`config.mk`:
```
export PLATFORM = sky130hd
export DESIGN_NAME = dmem_arbiter
export DESIGN_NICKNAME = d
export VERILOG_FILES = /design/src/rtl/dmem_arb_pkg.sv /design/src/rtl/dmem_arbiter_rr_arb2.sv /design/src/rtl/dmem_arbiter.sv
export SDC_FILE = /design/constraint.sdc
export NUM_CORES = 1
export LEC_CHECK = 0
export ABC_CLOCK_PERIOD_IN_PS = 2000
export BUFFER_PORTS_ARGS = -buffer_cell sky130_fd_sc_hd__buf_4
export CAP_MARGIN = 20
export CORE_AREA = 3 3 120 122
export DETAILED_ROUTE_END_ITERATION = 6
export DIE_AREA = 0 0 123 125
export GPL_TIMING_DRIVEN = 0
export PLACE_DENSITY = 0.66
export SETUP_SLACK_MARGIN = 0.3
export SLEW_MARGIN = 20
export SYNTH_ARGS = -nofsm -noshare
export SYNTH_HDL_FRONTEND = slang
export SYNTH_SLANG_ARGS = --single-unit
```
`constraint.sdc`:
```
create_clock -name clk -period 2 [get_ports clk]
set_clock_uncertainty 0.1 [all_clocks]
set_input_delay 0.3 -clock clk [delete_from_list [all_inputs] [get_ports clk]]
set_output_delay 0.3 -clock clk [all_outputs]
set_load 0.01 [all_outputs]
```
`src/rtl/dmem_arb_pkg.sv`:
```
// Shared types for the data-memory arbiter: access size codes, FSM states,
// the registered command record and the size/alignment legality check.
package dmem_arb_pkg;

  typedef enum logic [2:0] {
    SZ_B  = 3'b000,
    SZ_H  = 3'b001,
    SZ_W  = 3'b010,
    SZ_BU = 3'b100,
    SZ_HU = 3'b101
  } size_e;

  typedef enum logic [1:0] {
    IDLE,
    ISSUE,
    RESP
  } state_e;

  localparam logic [31:0] UART_STATUS_ADDR_DEF = 32'hFFFF_FFF8;

  // Control part of an accepted command; address and store data are kept
  // alongside it at the parameterised widths of the arbiter.
  typedef struct packed {
    logic       port;
    logic       we;
    logic [2:0] size;
    logic       err;
  } cmd_t;

  // Returns 1 when the access must be rejected without touching memory.
  function automatic logic cmd_illegal(input logic       we,
                                       input logic [2:0] size,
                                       input logic [1:0] alo,
                                       input logic       uart_hit);
    logic bad;
    bad = 1'b0;
    case (size)
      SZ_B:    bad = 1'b0;
      SZ_H:    bad = alo[0];
      SZ_W:    bad = (alo != 2'b00);
      SZ_BU:   bad = we;
      SZ_HU:   bad = we | alo[0];
      default: bad = 1'b1;
    endcase
    return bad | (we & uart_hit);
  endfunction

endpackage

```
`src/rtl/dmem_arbiter_rr_arb2.sv`:
```
// Two-requester round-robin arbiter: one-hot grant, pointer flips only when
// both requesters contend while arbitration is enabled.
module rr_arb2 (
  input  logic       clk,
  input  logic       rstN,
  input  logic [1:0] req,
  input  logic       en,
  output logic [1:0] gnt
);

  logic ptr;

  always_comb begin
    gnt = '0;
    case (req)
      2'b01:   gnt = 2'b01;
      2'b10:   gnt = 2'b10;
      2'b11:   gnt = ptr ? 2'b10 : 2'b01;
      default: gnt = '0;
    endcase
  end

  always_ff @(posedge clk or negedge rstN) begin
    if (!rstN) begin
      ptr <= 1'b0;
    end else if (en && (&req)) begin
      ptr <= ~ptr;
    end
  end

endmodule

```
`src/rtl/dmem_arbiter.sv`:
```
// Two-port round-robin arbiter/sequencer in front of the data memory.
// Optional DMEM_ARB_PERF_EN adds saturating grant and conflict counters.
module dmem_arbiter
  import dmem_arb_pkg::*;
#(
  parameter int                ADDR_W           = 32,
  parameter int                DATA_W           = 32,
  parameter logic [ADDR_W-1:0] UART_STATUS_ADDR = ADDR_W'(UART_STATUS_ADDR_DEF)
) (
  input  logic              clk,
  input  logic              rstN,
  input  logic              p0Req,
  input  logic              p0We,
  input  logic [ADDR_W-1:0] p0Addr,
  input  logic [2:0]        p0Size,
  input  logic [DATA_W-1:0] p0WData,
  output logic              p0Gnt,
  output logic              p0RValid,
  output logic [DATA_W-1:0] p0RData,
  output logic              p0Err,
  input  logic              p1Req,
  input  logic              p1We,
  input  logic [ADDR_W-1:0] p1Addr,
  input  logic [2:0]        p1Size,
  input  logic [DATA_W-1:0] p1WData,
  output logic              p1Gnt,
  output logic              p1RValid,
  output logic [DATA_W-1:0] p1RData,
  output logic              p1Err,
  output logic [ADDR_W-1:0] memAddr,
  output logic [DATA_W-1:0] memWData,
  output logic [2:0]        memSize,
  output logic              memWEn,
  output logic              memREn,
  input  logic [DATA_W-1:0] memRData
`ifdef DMEM_ARB_PERF_EN
  ,
  output logic [31:0]       p0GrantCnt,
  output logic [31:0]       p1GrantCnt,
  output logic [31:0]       conflictCnt
`endif
);

  state_e            state, nextState;
  cmd_t              cmd;
  logic [ADDR_W-1:0] cmdAddr;
  logic [DATA_W-1:0] cmdWData;

  logic              inIdle;
  logic [1:0]        req;
  logic [1:0]        arbGnt;
  logic [1:0]        gntIdle;
  logic              anyGnt;

  logic              selWe;
  logic [ADDR_W-1:0] selAddr;
  logic [2:0]        selSize;
  logic [DATA_W-1:0] selWData;
  logic              selErr;

  always_comb begin
    inIdle  = (state == IDLE);
    req     = {p1Req, p0Req};
    gntIdle = inIdle ? arbGnt : 2'b00;
    anyGnt  = |gntIdle;
  end

  rr_arb2 u_rr_arb2 (
    .clk  (clk),
    .rstN (rstN),
    .req  (req),
    .en   (inIdle),
    .gnt  (arbGnt)
  );

  always_comb begin
    selWe    = gntIdle[1] ? p1We    : p0We;
    selAddr  = gntIdle[1] ? p1Addr  : p0Addr;
    selSize  = gntIdle[1] ? p1Size  : p0Size;
    selWData = gntIdle[1] ? p1WData : p0WData;
    selErr   = cmd_illegal(selWe, selSize, selAddr[1:0],
                           selAddr == UART_STATUS_ADDR);
  end

  always_ff @(posedge clk or negedge rstN) begin
    if (!rstN) begin
      state <= IDLE;
    end else begin
      state <= nextState;
    end
  end

  // Illegal commands skip ISSUE so memory never sees them.
  always_comb begin
    nextState = state;
    case (state)
      IDLE:    if (anyGnt) nextState = selErr ? RESP : ISSUE;
      ISSUE:   nextState = RESP;
      RESP:    nextState = IDLE;
      default: nextState = IDLE;
    endcase
  end

  always_ff @(posedge clk or negedge rstN) begin
    if (!rstN) begin
      cmd      <= '0;
      cmdAddr  <= '0;
      cmdWData <= '0;
    end else if (anyGnt) begin
      cmd.port <= gntIdle[1];
      cmd.we   <= selWe;
      cmd.size <= selSize;
      cmd.err  <= selErr;
      cmdAddr  <= selAddr;
      cmdWData <= selWData;
    end
  end

  always_comb begin
    p0Gnt    = gntIdle[0];
    p1Gnt    = gntIdle[1];
    memAddr  = cmdAddr;
    memWData = cmdWData;
    memSize  = cmd.size;
    memWEn   = 1'b0;
    memREn   = 1'b0;
    p0RValid = 1'b0;
    p1RValid = 1'b0;
    p0Err    = 1'b0;
    p1Err    = 1'b0;
    p0RData  = '0;
    p1RData  = '0;
    case (state)
      ISSUE: begin
        memWEn = cmd.we;
        memREn = ~cmd.we;
      end
      RESP: begin
        if (cmd.port) begin
          p1RValid = 1'b1;
          p1Err    = cmd.err;
          p1RData  = (cmd.we || cmd.err) ? '0 : memRData;
        end else begin
          p0RValid = 1'b1;
          p0Err    = cmd.err;
          p0RData  = (cmd.we || cmd.err) ? '0 : memRData;
        end
      end
      default: ;
    endcase
  end

`ifdef DMEM_ARB_PERF_EN
  always_ff @(posedge clk or negedge rstN) begin
    if (!rstN) begin
      p0GrantCnt  <= '0;
      p1GrantCnt  <= '0;
      conflictCnt <= '0;
    end else begin
      if (gntIdle[0] && (p0GrantCnt != '1)) p0GrantCnt <= p0GrantCnt + 32'd1;
      if (gntIdle[1] && (p1GrantCnt != '1)) p1GrantCnt <= p1GrantCnt + 32'd1;
      if (inIdle && (&req) && (conflictCnt != '1)) conflictCnt <= conflictCnt + 32'd1;
    end
  end
`endif

endmodule

```
== After elaboration in Yosys (flattened, before gate mapping) ==
Cells that the tools add are included.
Word-level totals
  flip-flop bits (word level): 73
  bits of input ports: 172
  output and inout port bits: 139
  word-level logic and storage cells: 57
Operators by class
  equality and inequality tests: 11
  multiplexer cells: 26
  bitwise operators: 5
  reduce and logical (&&, ||, !) cells: 7
Operators with widths (count)
  32-bit 2-to-1 mux: 7
  32-bit == test, second input constant: 1
  1-bit 2-to-1 mux: 11
  2-bit 2-to-1 mux: 4
  2-bit == test, second input constant: 3
  3-bit == test, second input constant: 2
  2-bit one-hot mux with 3 select lines: 1
  1-bit one-hot mux with 5 select lines: 1
  2-bit by 1-bit == test with 1-bit output, second input constant: 2
  2-bit one-hot mux with 2 select lines: 1
  3-bit by 1-bit == test with 1-bit output, second input constant: 1
  3-bit by 2-bit == test with 1-bit output, second input constant: 1
  3-bit zero test: 1
  3-bit 2-to-1 mux: 1
  2-bit zero test: 1
  2-bit inequality test, second input constant: 1
  1-bit NOT: 2
  1-bit OR: 2
  2-bit AND reduction: 1
  2-bit nonzero test: 1
  2-bit OR reduction: 1
  1-bit AND: 1
  1-bit logical AND: 1
  1-bit logical OR: 1

== Longest topological paths before layout ==
Gate-level depths: netlist (run 1).
  depth in word-level cells: 10
  gate-level depth with buffers: 6
  mapped depth without buffers: 5

== Hierarchy ==
From an unflattened synthesis (run 1), not the netlist that was laid out.
Second synthesis, totals
  cell total of the unflattened synthesis: 438
  area total of the unflattened synthesis: 4031.4 um2
By module, submodules not included
  dmem_arbiter: times used 1, cells each 432, area an instance 3973.8 um2, seq. area each 1801.7 um2
  rr_arb2: times used 1, cells each 6, area an instance 57.6 um2, seq. area each 25.0 um2

== Least setup slack after synthesis (run 1) ==
OpenSTA, ideal clock, no wires.
  kind: register to output
  start: reg state[0]
  end: out p0RData[23]
  data arrival time: 1.356 ns
  slack: 0.244 ns
  stages on the path, launching flop included: 4
  path buffers: 1
  path through: dfrtp_1 > nor3b_1 > clkbuf_1 > and3_1
Between the ends
  longest elaborated chain between the ends: 2
Ends and longest elaborated chain
  start: declaration: RTL line dmem_arbiter.sv:44  | state_e state, nextState;
  start signal: assignment: RTL line dmem_arbiter.sv:89  | state <= nextState;
  2-bit == test: RTL line dmem_arbiter.sv:133  | case (state)
  32-bit 2-to-1 mux: RTL line dmem_arbiter.sv:133
  end: declaration: RTL line dmem_arbiter.sv:19  | output logic [DATA_W-1:0] p0RData,
Every way passes these cells.

== Worst setup path in the final report (run 1) ==
  start: reg state[0]
  end: out p1RData[14]
Between the ends
  longest elaborated chain between the ends: 2
Ends and longest elaborated chain
  2-bit == test: RTL line dmem_arbiter.sv:133
  32-bit 2-to-1 mux: RTL line dmem_arbiter.sv:133
  end: declaration: RTL line dmem_arbiter.sv:28  | output logic [DATA_W-1:0] p1RData,
Every way passes these cells.

==> results.txt, run 1 <==
status: finished, violations left
failing checks: negative setup slack
global-route wire length before repair: 30.15 mm
Finished Layout Cells: 1063
Initial DRC Count: 254
RR Endpoint: state[0]
multi-input logic area: 0.002281 sq mm
sequential power share: 23.1%
Critical path buffers and inverters: 2
Sink Count: 73
via count: 5411
vias per cell: 5.090
net switching fraction of the power: 35.78%
most frequent cells in the layout: buf_4 (275), nand2_1 (135), buf_6 (72)
leak pwr: 4.235 nW
htree depth: 3
GRT Residual Overflow: 0
Synth Net Count: 680
Yosys warnings: 0
Tcrit/Tclk final: 103.2%
Post-Syn Instances: 508
residual DRC count: 0
I/O pin count: 311
sequential area share after synthesis: 45.87%
Die X: 123 microns
worst r2r src: state[0]
core area: 0.01330 sq mm
max-cap check violation count: 0
vias in the first global route: 5504
Worst Setup SP: state[0]
Clk pwr share: 16.2%
CP required: 1.60 ns
Comb pwr share: 60.8%
Worst Path Arrival: 1.66 ns
starting density of the core: 29.95%
Worst path slowest cell: dfrtp_2
largest net degree at the start of global routing: 74
cell breakdown of the critical path: nor3b_4 -> buf_4 -> and3_1 -> buf_4
cell family with most CP delay: simple AND/OR/NAND/NOR gates
Max Fanout on Critical Path: 10
worst hold margin: 0.01011 ns
CTS tree: done
Die ar.: 0.01538 sq mm
Root Driver: clkbuf_16
cell-internal power: 7.543 mW
routability cong.: 0.8083
router iterations before antenna repair: 4
clock transition at the registers of the reported paths: 0.06 ns
CTS Buffer Depth: 2
Setup crit start kind: flop
Synth Register Bits: 73
GRT Util Overall: 25.24%
n_diodes: 0
final WL: 20.91 mm
I/O Buffers: 310
Setup WS pre-CTS: -0.02154 ns
RSZ-0062 raised after global routing: yes
number of CTS-inserted buffers: 9
Fmax: 484.5 MHz
Design Power: 11.74 mW
cells on worst reg2reg path: 9
HPWL after detailed placement: 14.38 mm
antenna viol nets, final: 0
Yosys top cell area share: 45.87%
most frequent cell on the critical path: buf_4
post-synth top area cell: dfrtp_1
Setup CP Type: flop to output pin
worst skew pair latency: 0.33 ns
# rows: 42
TNS Setup: -1.439 ns
R2R Setup Slk: 0.09 ns
crit path time final: 2.064 ns
crit end category: output pin
dpl cells: 994
final design utilization: 65.33%
final number of setup-violating endpoints: 47
PD cells: 1352 mW/mm^2
layout cell share with drive strength beyond 1: 54.90%
Seq. cell area: 0.001831 sq mm
Worst Setup Slack, final: -0.06384 ns
Fillers: 1113
synth top area cells: dfrtp_1 (46%), nand2_1 (13%), a31oi_1 (11%), and3_1 (10%), nor2_1 (6.8%)
commonest non-fill, non-tap cell in the layout: buf_4
wire per inst: 19.67 microns
post-synth cell types: 31
hold buffer count at cts: 0
Largest stage delay, worst path: 0.45 ns
Rel. slew slack: 34.85%
Max Slew Vio Count: 0
initial antenna violation count: 0
CP endpoint: p1RData[14]
Worst-Margin Slew: 0.9772 ns
Avg Inst Size Synth: 7.840 sq um
die height: 125 microns
Cell Area, Synth: 0.003983 sq mm
HP Class: input port to async pin
Psw: 4.202 mW
placed inst area: 0.006535 sq mm
Peak VDD IR: 675.1 uV
# nets final: 1054
Critical Path Stages: 4
P&R area growth vs syn: 118.1%
fin area: 0.008686 sq mm
Final Hold Fails: 0
## registers in the layout, summed over array words and instances, names as in the netlist
signal and count:
u_rr_arb2.ptr 1, state 2, memWData 32, cmd 3
memSize 3, memAddr 32
## kinds of logic (layout without fill, tap and decap cells)
| family | after synthesis | after routing | share of synthesized area (%) |
|---|---|---|---|
| buf+inv | 47 | 425 | 5.435 |
| simple gates | 310 | 311 | 35.97 |
| mux | 1 | 1 | 0.2513 |
| xor+xnor | 1 | 1 | 0.2200 |
| compound gates | 76 | 76 | 12.25 |
| flops | 73 | 73 | 45.87 |
## synth_stat cells
cell type / number
nand2_1: 135
dfrtp_1: 73
nor2_1: 72
a31oi_1: 68
and3_1: 66
buf_2: 20
clkbuf_1: 19
nand4_1: 14
buf_4: 4
nor3_1: 4
nor4_1: 4
and2_1: 3
a221oi_1: 2
a41oi_1: 2
inv_1: 2
nand3_1: 2
nand4b_1: 2
nor2b_1: 2
o21ai_0: 2
a222oi_1: 1
and4_1: 1
buf_1: 1
inv_2: 1
mux2i_1: 1
nand2b_1: 1
nand3_2: 1
nor2_2: 1
nor3b_1: 1
nor3b_2: 1
o21a_1: 1
xor2_1: 1
## layout make-up
| cell class | count | area share (%) |
|---|---|---|
| Timing Repair Buffer | 363 | 39.40 |
| Multi-Input combinational cell | 389 | 26.26 |
| Sequential cell | 73 | 21.07 |
| Buffer | 43 | 6.540 |
| Clock buffer | 11 | 2.795 |
| Tap cell | 176 | 2.535 |
| Clock inverter | 5 | 1.181 |
| Inverter | 3 | 0.2161 |
## worst register-to-register path, delay by kind of cell, from the launching register on
family / cells / cell delay, ns
buffers and inverters: 5 / 0.60
DFF: 1 / 0.45
muxes: 1 / 0.29
and+or+nand+nor: 3 / 0.43
## how the worst min path moves through the flow
| stage | startpoint | to | slack (ns) |
|---|---|---|---|
| 6_report | rstN | memAddr[16] | 0.01 |
| 5_1_grt | rstN | memAddr[13] | 0.11 |
| 4_1_cts | rstN | memAddr[17] | 0.06 |
| 3_5_place_dp | u_rr_arb2.ptr | u_rr_arb2.ptr | 0.38 |
| 3_3_place_gp | u_rr_arb2.ptr | u_rr_arb2.ptr | 0.38 |
| 2_1_floorplan | rstN | cmd[0] | -0.1 |
## metal layers
layer	wire length, microns	GRT usage [%]	vias up
met4	753	10.49	0
li1	-	-	2525
met3	1736	6.098	48
met2	10810	46.28	244
met5	0	0	-
met1	7613	27.31	2594
## power by group through the flow
stage	Clock, mW	Combinational [mW]	Sequential, mW
floorplan	0	1.95	2.94
global placement	0	4.53	2.65
detailed placement	0	4.57	2.68
CTS	1.92	6.63	2.70
global route	1.97	7.61	2.81
finish	1.90	7.14	2.71
## what timing repair did
item,CTS,global route
buffers inserted,26,6
pin swaps,25,57
gates resized for setup,193,80
endpoints found under the setup margin,143,144
cloned,18,4
Power figures use the tool's default switching activity.
==> run 2: changes to the inputs <==
--- a/config.mk
+++ b/config.mk
@@ -8,11 +8,13 @@
 export ABC_CLOCK_PERIOD_IN_PS = 2000
 export BUFFER_PORTS_ARGS = -buffer_cell sky130_fd_sc_hd__buf_4
 export CAP_MARGIN = 20
-export CORE_AREA = 3 3 120 122
+export CELL_PAD_IN_SITES_DETAIL_PLACEMENT = 1
+export CELL_PAD_IN_SITES_GLOBAL_PLACEMENT = 1
+export CORE_MARGIN = 3
+export CORE_UTILIZATION = 26
 export DETAILED_ROUTE_END_ITERATION = 6
-export DIE_AREA = 0 0 123 125
 export GPL_TIMING_DRIVEN = 0
-export PLACE_DENSITY = 0.66
+export PLACE_DENSITY = 0.83
 export SETUP_SLACK_MARGIN = 0.3
 export SLEW_MARGIN = 20
 export SYNTH_ARGS = -nofsm -noshare
==> run 2 against run 1 <==
Compared with the run above:
- the run still ends with negative setup slack left
- sequential share of layout area grew 0.51 points
- first-iteration DRC count down 50%
- routed wire length increased by 18%
- critical endpoint is now p0RData[21]
==> results.txt, run 2 (same netlist as run 1, synthesis figures left out) <==
status: finished, violations left
failing checks: negative setup slack
CTS Buffer Depth: 2
Die X: 129.8 microns
placed inst area: 0.006545 sq mm
initial antenna violation count: 1
sequential power share: 23.7%
final design utilization: 57.51%
vias per cell: 5.239
# rows: 44
starting density of the core: 26.99%
CP required: 1.60 ns
largest net degree at the start of global routing: 74
Worst Setup SP: state[0]
Root Driver: clkbuf_16
I/O pin count: 311
# nets final: 1049
cell-internal power: 7.097 mW
leak pwr: 4.076 nW
net switching fraction of the power: 38.50%
fin area: 0.008486 sq mm
htree depth: 3
commonest non-fill, non-tap cell in the layout: buf_4
antenna viol nets, final: 0
final WL: 24.58 mm
final number of setup-violating endpoints: 54
core area: 0.01475 sq mm
I/O Buffers: 310
Setup crit start kind: flop
Comb pwr share: 59.7%
routability cong.: 0.8136
P&R area growth vs syn: 113.1%
Initial DRC Count: 126
most frequent cells in the layout: buf_4 (271), nand2_1 (135), buf_6 (81)
Sink Count: 73
clock transition at the registers of the reported paths: 0.06 ns
max-cap check violation count: 0
Finished Layout Cells: 1067
Peak VDD IR: 585.6 uV
Worst Setup Slack, final: -0.07795 ns
HP Class: input port to async pin
crit path time final: 2.078 ns
CTS tree: done
GRT Util Overall: 24.34%
dpl cells: 1002
PD cells: 1360 mW/mm^2
Rel. slew slack: 34.50%
crit end category: output pin
worst skew pair latency: 0.33 ns
global-route wire length before repair: 31.53 mm
worst r2r src: state[0]
vias in the first global route: 5531
router iterations before antenna repair: 6
Clk pwr share: 16.6%
Max Slew Vio Count: 0
wire per inst: 23.04 microns
Max Fanout on Critical Path: 6
residual DRC count: 0
Final Hold Fails: 0
die height: 129.8 microns
TNS Setup: -2.329 ns
worst hold margin: 0.01340 ns
GRT Residual Overflow: 0
Die ar.: 0.01684 sq mm
Fmax: 481.2 MHz
Worst-Margin Slew: 0.9826 ns
layout cell share with drive strength beyond 1: 55.67%
Psw: 4.443 mW
hold buffer count at cts: 0
HPWL after detailed placement: 15.90 mm
Setup CP Type: flop to output pin
Worst Path Arrival: 1.68 ns
Tcrit/Tclk final: 103.9%
RSZ-0062 raised after global routing: yes
via count: 5590
number of CTS-inserted buffers: 9
[run 2: cell types whose count changed in the layout (fill, tap and decap cells not counted), moves of 5 or more]
| cell | previous run | this run |
|---|---|---|
| and3_1 | 21 | 10 |
| and3_4 | 45 | 56 |
| bufbuf_16 | 10 | 0 |
| buf_6 | 72 | 81 |
| clkbuf_16 | 14 | 19 |
| clkbuf_8 | 6 | 1 |
[run 2: per-layer routing]
| metal | share of wire, % | global-route usage [%] | vias to the layer above |
|---|---|---|---|
| met4 | 3.6 | 8.619 | 0 |
| met2 | 53 | 45.44 | 241 |
| met3 | 6.7 | 5.485 | 53 |
| met1 | 37 | 27.04 | 2777 |
| li1 | - | - | 2519 |
| met5 | 0 | 0 | - |
[run 2: cell type report]
type	count	area, sq um
fill	1676	6269
timing repair buffer	358	3199
multi-input combinational	389	2310
sequential	73	1832
buffer	43	548.0
clock buffer	11	242.7
tap	184	230.2
clock inverter	5	102.6
inverter	3	18.77
antenna	1	2.502
[run 2: through the flow]
stage,worst slack (ns),total power [mW]
floorplan,0.3678,4.892
detailed placement,-0.1205,7.342
CTS,-0.006158,9.965
finish,-0.07795,11.54
global route,-0.1457,12.18
global placement,-0.09093,7.213
[run 2: what timing repair did]
action | in CTS | in global routing
endpoints found under the setup margin | 143 | 140
endpoints found under the hold margin | 0 | 0
buffers inserted | 10 | 22
gates resized for setup | 144 | 159
pin swaps | 13 | 54
cloned | 6 | 11
[run 2: worst paths after layout]
path	to	slack, ns	cells after the start
worst min register to register	memWData[28]	0.44	2
worst max register to register	state[0]	0.10	8
worst max-delay path	p0RData[21]	-0.08	5
max in group asynchronous	state[1]	1.07	1
min in group clk	memWData[8]	0.12	3
worst min-delay path	memAddr[8]	0.01	1
[run 2: critical path, cell delays in order, from the launching register on]
cell and delay (ns):
dfrtp_2 0.45, nor3b_4 0.25, buf_6 0.21, buf_8 0.14, and3_4 0.19, buf_6 0.10
[run 2: power by group through the flow]
| stage | Combinational, mW | Sequential (mW) | Clock, mW |
|---|---|---|---|
| 2_1_floorplan | 1.95 | 2.94 | 0 |
| 3_3_place_gp | 4.55 | 2.66 | 0 |
| 3_5_place_dp | 4.64 | 2.70 | 0 |
| 4_1_cts | 5.32 | 2.73 | 1.92 |
| 5_1_grt | 7.35 | 2.83 | 2.00 |
| 6_report | 6.89 | 2.74 | 1.91 |
==> run 3: changes to the inputs <==
--- a/config.mk
+++ b/config.mk
@@ -8,7 +8,7 @@
 export ABC_CLOCK_PERIOD_IN_PS = 2000
 export BUFFER_PORTS_ARGS = -buffer_cell sky130_fd_sc_hd__buf_4
 export CAP_MARGIN = 20
-export CELL_PAD_IN_SITES_DETAIL_PLACEMENT = 1
+export CELL_PAD_IN_SITES_DETAIL_PLACEMENT = 0
 export CELL_PAD_IN_SITES_GLOBAL_PLACEMENT = 1
 export CORE_MARGIN = 3
 export CORE_UTILIZATION = 26
==> run 3 against run 2 <==
Compared with the run above:
- the run still ends with negative setup slack left
- final area is 3.2% lower
- sequential power barely moved
- routed wire length fell by 18%
==> results.txt, run 3 (same netlist as run 1, synthesis figures left out) <==
antenna viol nets, final: 0
Design Power: 10.91 mW
Worst Path Arrival: 1.61 ns
Setup CP Type: flop to output pin
CP required: 1.60 ns
GRT Util Overall: 21.74%
HP Class: input port to async pin
cell-internal power: 6.854 mW
Die X: 129.8 microns
placed inst area: 0.006545 sq mm
status: finished, violations left
final number of setup-violating endpoints: 3
core area: 0.01475 sq mm
residual DRC count: 0
most frequent cells in the layout: buf_4 (283), nand2_1 (135), nor2_1 (71)
crit path time final: 2.013 ns
die height: 129.8 microns
router iterations before antenna repair: 6
n_diodes: 0
Seq. cell area: 0.001832 sq mm
Peak VDD IR: 625.9 uV
layout cell share with drive strength beyond 1: 54.31%
Fillers: 1329
final WL: 20.22 mm
fin area: 0.008210 sq mm
Worst-Margin Slew: 0.9673 ns
Die ar.: 0.01684 sq mm
htree depth: 3
multi-input logic area: 0.002276 sq mm
leak pwr: 3.989 nW
Setup WS pre-CTS: -0.1083 ns
Setup crit start kind: flop
failing checks: negative setup slack
hold buffer count at cts: 0
Final Hold Fails: 0
max-cap check violation count: 0
global-route wire length before repair: 28.18 mm
vias per cell: 4.966
initial antenna violation count: 0
Finished Layout Cells: 1055
largest net degree at the start of global routing: 74
GRT Residual Overflow: 0
Initial DRC Count: 144
grt met3 use: 5.035%
PD cells: 1329 mW/mm^2
Clk pwr share: 18.0%
worst skew pair latency: 0.33 ns
# rows: 44
CTS tree: done
Rel. slew slack: 35.51%
net switching fraction of the power: 37.19%
starting density of the core: 26.99%
via count: 5239
I/O Buffers: 310
clock transition at the registers of the reported paths: 0.06 ns
grt met1 use: 25.05%
vias in the first global route: 5060
Max Fanout on Critical Path: 5
number of CTS-inserted buffers: 9
sequential power share: 24.9%
Max Slew Vio Count: 0
# nets final: 1038
RSZ-0062 raised after global routing: yes
CTS Buffer Depth: 2
routability cong.: 0.8136
commonest non-fill, non-tap cell in the layout: buf_4
Root Driver: clkbuf_16
Tcrit/Tclk final: 100.6%
dpl cells: 1002
wire per inst: 19.16 microns
I/O pin count: 311
HPWL after detailed placement: 14.75 mm
Most Used Layer, Global Route: met2
Psw: 4.059 mW
met2 usage: 39.31%
Fmax: 496.8 MHz
P&R area growth vs syn: 106.2%
crit end category: output pin
Sink Count: 73
Comb pwr share: 57.1%
Worst Setup Slack, final: -0.01286 ns
## run 3: layout make-up
type / count / share of cell area [%]
timing repair buffer: 347 / 36.62
sequential: 73 / 22.31
multi-input combinational: 389 / 27.72
clock inverter: 4 / 1.189
inverter: 3 / 0.2286
buffer: 43 / 5.882
tap: 184 / 2.804
clock buffer: 12 / 3.246
## run 3: worst paths after layout
| path | from | end | slack, ns | cells after the start |
|---|---|---|---|---|
| worst min register to register | u_rr_arb2.ptr | u_rr_arb2.ptr | 0.40 | 1 |
| worst max-delay path | state[0] | p1RData[16] | -0.01 | 5 |
| worst max register to register | state[0] | state[1] | 0.13 | 9 |
| min in group clk | p1WData[28] | memWData[28] | 0.11 | 3 |
| worst min-delay path | rstN | memAddr[8] | 0.006 | 1 |
| max in group asynchronous | rstN | cmd[4] | 1.10 | 1 |
## run 3: what timing repair did
item	4_1_cts	5_1_grt
setup endpoints to repair	143	136
gates cloned	6	8
gates resized for setup	118	144
buffers inserted	9	15
pin swaps	25	34
## run 3: through the flow
| stage | TNS [ns] | util [%] | hold WS [ns] |
|---|---|---|---|
| final | -0.01704 | 55.65 | 0.005567 |
| after global routing | -2.501 | 55.65 | 0.07916 |
| after CTS | 0 | 50.52 | 0.06699 |
| after detailed placement | -0.5106 | 44.36 | 0.3842 |
| after global placement | -0.2939 | 44.36 | 0.3735 |
| after floorplan | 0 | - | -0.09559 |
## run 3: layer usage
metal	share of wire, %	vias to the layer above
li1	-	2498
met1	38	2499
met2	52	211
met3	7.1	31
met4	2.5	0
met5	0	-
## run 3: worst max-delay path: stages, from the launching register on
cell and delay [ns]:
dfrtp_2 0.45, nor3b_4 0.24, buf_6 0.16, clkbuf_16 0.15
and3_4 0.18, buf_6 0.10
## run 3: power groups by stage
stage / Sequential [mW] / Combinational [mW] / Clock [mW]
after floorplan: 2.94 / 1.95 / 0
after global placement: 2.66 / 4.55 / 0
after detailed placement: 2.69 / 4.56 / 0
after CTS: 2.72 / 5.19 / 2.00
after global routing: 2.82 / 6.72 / 2.07
final: 2.71 / 6.23 / 1.97
